`config.mk`:
```
export PLATFORM = sky130hd
export DESIGN_NAME = arith_seq_addsub
export DESIGN_NICKNAME = d
export VERILOG_FILES = /design/src/rtl/arith_seq_addsub.sv
export SDC_FILE = /design/constraint.sdc
export NUM_CORES = 1
export LEC_CHECK = 0
export BUFFER_PORTS_ARGS = -buffer_cell sky130_fd_sc_hd__buf_2
export CORE_ASPECT_RATIO = 0.9
export CORE_MARGIN = 4
export CORE_UTILIZATION = 25
export DETAILED_ROUTE_END_ITERATION = 6
export HOLD_SLACK_MARGIN = 0.12
export PLACE_DENSITY_LB_ADDON = 0.15
export SLEW_MARGIN = 20
export SYNTH_ARGS = -nofsm -noshare
export SYNTH_HDL_FRONTEND = slang
export SYNTH_SLANG_ARGS = --single-unit
```
`constraint.sdc`:
```
create_clock -name clk -period 9.5 [get_ports clk]
set_clock_uncertainty 0.15 [all_clocks]
set_input_delay 1.9 -clock clk [delete_from_list [all_inputs] [get_ports clk]]
set_output_delay 1.9 -clock clk [all_outputs]
set_load 0.01 [all_outputs]
```
`src/rtl/arith_seq_addsub.sv`:
```
// arith_seq_addsub: multi-cycle add/subtract unit, CHUNK bits per cycle,
// LSB chunk first, with a registered carry between chunks.
//
// Ports:
//   clk        rising-edge clock
//   reset      asynchronous, active-high reset
//   in_valid   operands valid            in_ready   unit can accept operands
//   a, b       operands (WIDTH)          ctrl       0 = a+b, 1 = a-b
//   out_valid  result valid              out_ready  consumer accepts result
//   z          result (WIDTH)
//   cout       carry out of MSB (subtract: 1 = no borrow)
//   ovf        signed overflow           zero       z == 0
//   neg        z[WIDTH-1]
//
// Optional feature: define ARITH_SAT_EN to clamp z to the signed extreme on
// overflow. Without it z wraps modulo 2^WIDTH.
module arith_seq_addsub #(
  parameter int unsigned WIDTH = 32,
  parameter int unsigned CHUNK = 8
) (
  input  logic             clk,
  input  logic             reset,
  input  logic             in_valid,
  output logic             in_ready,
  input  logic [WIDTH-1:0] a,
  input  logic [WIDTH-1:0] b,
  input  logic             ctrl,
  output logic             out_valid,
  input  logic             out_ready,
  output logic [WIDTH-1:0] z,
  output logic             cout,
  output logic             ovf,
  output logic             zero,
  output logic             neg
);

  localparam int unsigned N  = WIDTH / CHUNK;
  localparam int unsigned CW = (N > 1) ? $clog2(N) : 1;

  // Reject configurations where the operand does not split into whole chunks.
  if (CHUNK == 0 || (WIDTH % CHUNK) != 0) begin : g_bad_chunk
    $error("arith_seq_addsub: WIDTH must be a non-zero multiple of CHUNK");
  end

  typedef enum logic [1:0] {
    IDLE = 2'd0,
    BUSY = 2'd1,
    DONE = 2'd2
  } state_t;

  state_t          state_q, state_d;
  logic [WIDTH-1:0] a_q, a_d, b_q, b_d, z_q, z_d;
  logic            carry_q, carry_d;
  logic [CW-1:0]   cnt_q, cnt_d;
  logic            cout_q, cout_d, ovf_q, ovf_d, zero_q, zero_d, neg_q, neg_d;
  logic            in_ready_q, in_ready_d, out_valid_q, out_valid_d;

  logic [CHUNK:0]   sum;
  logic [WIDTH-1:0] z_shift;
  logic [WIDTH-1:0] z_fin;
  logic             ovf_raw;

  // Registers: FSM state, operand shifters, carry, counter, result and flags.
  always_ff @(posedge clk or posedge reset) begin
    if (reset) begin
      state_q     <= IDLE;
      a_q         <= '0;
      b_q         <= '0;
      z_q         <= '0;
      carry_q     <= 1'b0;
      cnt_q       <= '0;
      cout_q      <= 1'b0;
      ovf_q       <= 1'b0;
      zero_q      <= 1'b0;
      neg_q       <= 1'b0;
      in_ready_q  <= 1'b1;
      out_valid_q <= 1'b0;
    end else begin
      state_q     <= state_d;
      a_q         <= a_d;
      b_q         <= b_d;
      z_q         <= z_d;
      carry_q     <= carry_d;
      cnt_q       <= cnt_d;
      cout_q      <= cout_d;
      ovf_q       <= ovf_d;
      zero_q      <= zero_d;
      neg_q       <= neg_d;
      in_ready_q  <= in_ready_d;
      out_valid_q <= out_valid_d;
    end
  end

  // Next-state and datapath. Operands shift right each cycle so the active
  // chunk is always the low CHUNK bits; result chunks enter z from the top,
  // so after N cycles z holds the full sum in order and the low chunk of the
  // operand registers holds the original MSB chunk.
  always_comb begin
    state_d     = state_q;
    a_d         = a_q;
    b_d         = b_q;
    z_d         = z_q;
    carry_d     = carry_q;
    cnt_d       = cnt_q;
    cout_d      = cout_q;
    ovf_d       = ovf_q;
    zero_d      = zero_q;
    neg_d       = neg_q;
    in_ready_d  = in_ready_q;
    out_valid_d = out_valid_q;

    sum     = {1'b0, a_q[CHUNK-1:0]} + {1'b0, b_q[CHUNK-1:0]} + (CHUNK+1)'(carry_q);
    z_shift = (z_q >> CHUNK) | (WIDTH'(sum[CHUNK-1:0]) << (WIDTH - CHUNK));
    ovf_raw = (a_q[CHUNK-1] == b_q[CHUNK-1]) && (sum[CHUNK-1] != a_q[CHUNK-1]);
    z_fin   = z_shift;
`ifdef ARITH_SAT_EN
    // Clamp towards the sign of A; flags below still see the raw carry/ovf.
    if (ovf_raw) begin
      z_fin = a_q[CHUNK-1] ? {1'b1, {(WIDTH-1){1'b0}}} : {1'b0, {(WIDTH-1){1'b1}}};
    end
`endif

    case (state_q)
      IDLE: begin
        if (in_valid) begin
          a_d        = a;
          b_d        = ctrl ? ~b : b;
          carry_d    = ctrl;
          cnt_d      = '0;
          state_d    = BUSY;
          in_ready_d = 1'b0;
        end
      end
      BUSY: begin
        a_d     = a_q >> CHUNK;
        b_d     = b_q >> CHUNK;
        carry_d = sum[CHUNK];
        z_d     = z_shift;
        cnt_d   = cnt_q + CW'(1);
        if (cnt_q == CW'(N - 1)) begin
          z_d         = z_fin;
          cout_d      = sum[CHUNK];
          ovf_d       = ovf_raw;
          zero_d      = (z_fin == '0);
          neg_d       = z_fin[WIDTH-1];
          cnt_d       = '0;
          state_d     = DONE;
          out_valid_d = 1'b1;
        end
      end
      DONE: begin
        if (out_ready) begin
          state_d     = IDLE;
          out_valid_d = 1'b0;
          in_ready_d  = 1'b1;
        end
      end
      default: begin
        state_d     = IDLE;
        in_ready_d  = 1'b1;
        out_valid_d = 1'b0;
      end
    endcase
  end

  assign in_ready  = in_ready_q;
  assign out_valid = out_valid_q;
  assign z         = z_q;
  assign cout      = cout_q;
  assign ovf       = ovf_q;
  assign zero      = zero_q;
  assign neg       = neg_q;

endmodule

```
==> metrics.txt <==
Total Nets Final=approximately 680; share of the synthesized area in the top cell type=0.5202; Reg2Reg Depth=4; GP Congestion=0.7576; launch point of the worst reg-to-reg path=state_q[1]$_DFFE_PP0P_; Yosys reg bits=approximately 110; max cap viols=0; P_int=approximately 1.4 mW; hold_buf cts=0; Die Area=roughly 0.023 mm²; Hold Path Depth=2; Setup crit start kind=primary input; Worst Path Max Fanout=between 50 and 60; Slew headroom=0.2761; layout cells sized above 1=0.2282; Iter 0 DRT Violations=approximately 270; Cells after Synth=between 500 and 600; Seq pwr share=0.366; first-pass GRT wire length=24200 µm; Clk Latency, worst-skew pair=approximately 0.35 ns; RSZ-0062 raised after global routing=false; Synth-to-Final Area Change=21.52%; final setup fails=0; Leakage=between 2 and 3 nW; # clock sinks=between 100 and 150; clk slew on worst S/H paths=roughly 0.080 ns; Largest delay share family, worst path=simple AND/OR/NAND/NOR gates; fillers=between 2000 and 2500; gr usage total=0.1350; Slowest-stage cell, CP=nor2_2; post-CTS resize count=0; PwrDens=385.3 mW/mm²; number of global-route vias before repair=4200; initial core utilization=0.2551; cell row count=slightly below 50; Ys Warns=0; syn_nets=600; Seq/Total Area, Yosys=0.5254; r2r endpoint=a_q[28]$_DFFE_PP0P_; area of the mapped netlist=about 0.005 mm²; average wire per standard cell=around 17 µm; CP Data Required Time=just under 10 ns; Vias=~4300; initial antenna violation count=0; I/O pin count=between 100 and 150; sw power=just over 1 mW; Peak VDD IR=approximately 0.00012 V; Post CTS Setup Buffer Count=0; Pre-antenna DRT Iters=4; CTS tree=built; H-tree Lvls=3; CTS Buffer Depth=2; Sw Ratio=0.4281; WS Path Type=primary input to register; Die Width=between 150 and 200 µm; crit path from=in_valid; Synth cell types=42; flop-to-flop setup slack=just over 6 ns; Worst Setup End Kind=register; Crit path depth=5; CP arrival=between 4 and 5 ns; core area=0.01999 mm²; Bufs and invs on worst path=2; total CTS buffers=9; Tmin final=4.220 ns; Power, Total=roughly 2.4 mW; final hold vios=0; top post-synthesis cells by area=dfrtp_1 (52%), o22ai_1 (12%), nand2_1 (6.5%); Die H=143.5 µm; largest net degree at the start of global routing=between 70 and 80; part of the cycle the worst path needs=0.4442; DP HPWL=~10000 µm; Mean Syn Cell Area=~9.8 µm²; crit path to=a_q[28]$_DFFE_PP0P_; clock power share=0.190; Routed Antenna Nets=0; setup TNS=0 ns; critical path cell sequence=buf_2, buf_4, nand2_2, nor2_2, a22o_1; FMAX=roughly 240 MHz; ant diodes=0; status=finished clean; total grt overflow=0; total wire length=roughly 15000 µm; Post-route DRC=0; Synth area leader=dfrtp_1; max incr delay on CP=0.86 ns; clock root buffer=clkbuf_16; vias per cell=4.941; worst slew pin tran=~1.1 ns; Comb power frac=0.445; number of port buffers=between 100 and 150; Hold WC Path Type=register to register; max-slew violations=0
==> power by group through the flow <==
stage	registers (mW)	logic (mW)	clock network, mW
6_report	0.873	1.06	0.453
3_3_place_gp	0.880	1.05	0
4_1_cts	0.875	1.08	0.464
2_1_floorplan	0.847	0.757	0
5_1_grt	0.909	1.20	0.485
3_5_place_dp	0.884	1.07	0
==> layer usage <==
| layer | GRT usage | part of all wire | up-vias |
|---|---|---|---|
| li1 | - | - | 2078 |
| met1 | 0.2043 | 0.50 | 2077 |
| met2 | 0.1922 | 0.43 | 104 |
| met3 | 0.03493 | 0.053 | 10 |
| met4 | 0.03232 | 0.010 | 0 |
| met5 | 0 | 0 | - |
==> kinds of logic after synthesis <==
kind of cell,Yosys count,synth area share
and+or+nand+nor,120,0.09914
adders and majority gates,10,0.02749
buffers and inverters,47,0.03755
DFF,107,0.5254
xor gates and xnor gates,37,0.06503
AOI/OAI and AO/OA,200,0.2454
==> cells in the mapped netlist (all sizes together) <==
cell	number
dfrtp	106
and4	1
nand2	88
buf	15
xor2	35
nand4	2
or4	1
nor2	12
a22o	17
a31o	1
inv	7
nor2b	2
nor4b	1
ha	8
dfstp	1
o21a	2
and3	1
nor3	2
a211oi	2
and2	1
a221o	1
o41ai	1
a2111oi	1
nand3	1
o31ai	3
nand2b	1
xnor2	2
o22ai	99
nor4	5
o21ai	13
o22a	1
a21oi	57
nor3b	2
clkbuf	25
o31a	2
fa	2
==> worst min-delay path, cell delays in order, from the launching register on <==
cell and delay (ns):
dfrtp_1 0.34, nand2_1 0.05, nand2_1 0.05
==> worst min path at each step <==
| stage | start | to | slack [ns] |
|---|---|---|---|
| after floorplan | cnt_q[0]$_DFFE_PP0P_ | cnt_q[0]$_DFFE_PP0P_ | 0.31 |
| after global placement | z[1]$_DFFE_PP0P_ | z[1]$_DFFE_PP0P_ | 0.30 |
| after detailed placement | z[0]$_DFFE_PP0P_ | z[0]$_DFFE_PP0P_ | 0.31 |
| after CTS | z[0]$_DFFE_PP0P_ | z[0]$_DFFE_PP0P_ | 0.33 |
| after global routing | z[0]$_DFFE_PP0P_ | z[0]$_DFFE_PP0P_ | 0.34 |
| final | z[0]$_DFFE_PP0P_ | z[0]$_DFFE_PP0P_ | 0.32 |
==> metrics by stage <==
stage          cells  hold slack, ns  setup slack, ns    util  cell area (µm²)
2_1_floorplan    521          0.3130            4.634       -             5099
3_3_place_gp     848          0.3030            4.702  0.2921             5838
3_5_place_dp     848          0.3069            4.607  0.2921             5838
4_1_cts          864          0.3259            4.993  0.3099             6193
5_1_grt          864          0.3422            5.062  0.3100             6196
6_report         864          0.3231            5.280  0.3100             6196
==> final cells by class <==
cell class | count | area [µm²] | area share
clock buffer | 9 | 225.2 | 0.03635
clock inverter | 7 | 130.1 | 0.02100
inverter | 7 | 28.78 | 0.004645
multi-input combinational | 367 | 2238 | 0.3613
sequential | 107 | 2679 | 0.4324
tap | 255 | 319.1 | 0.05149
timing repair buffer | 112 | 575.6 | 0.09289
==> cell usage in the layout, fill, tap and decap left out, types with 2 or more instances in the layout <==
cell       count
a21oi_1       57
a22o_1        17
buf_2        106
buf_4          6
bufinv_16      3
clkbuf_16      9
dfrtp_1      106
fa_1           2
ha_1           8
inv_1          5
inv_6          2
inv_8          2
nand2_1       86
nand2_2        2
nand4_1        2
nor2_1        11
nor3_1         2
nor3b_1        2
nor4_1         5
o21a_1         2
o21ai_0       10
o21ai_1        3
o22ai_1       98
o31a_1         2
o31ai_1        3
xnor2_1        2
xor2_1        34
==> state kept, by name (all words and copies together), names as in the netlist <==
name and flops:
a_q 32, b_q 32, carry_q 1, cnt_q 2, cout 1, in_ready 1, neg 1, out_valid 1
ovf 1, state_q 2, z 32, zero 1
(Power assumes the default switching activity.)
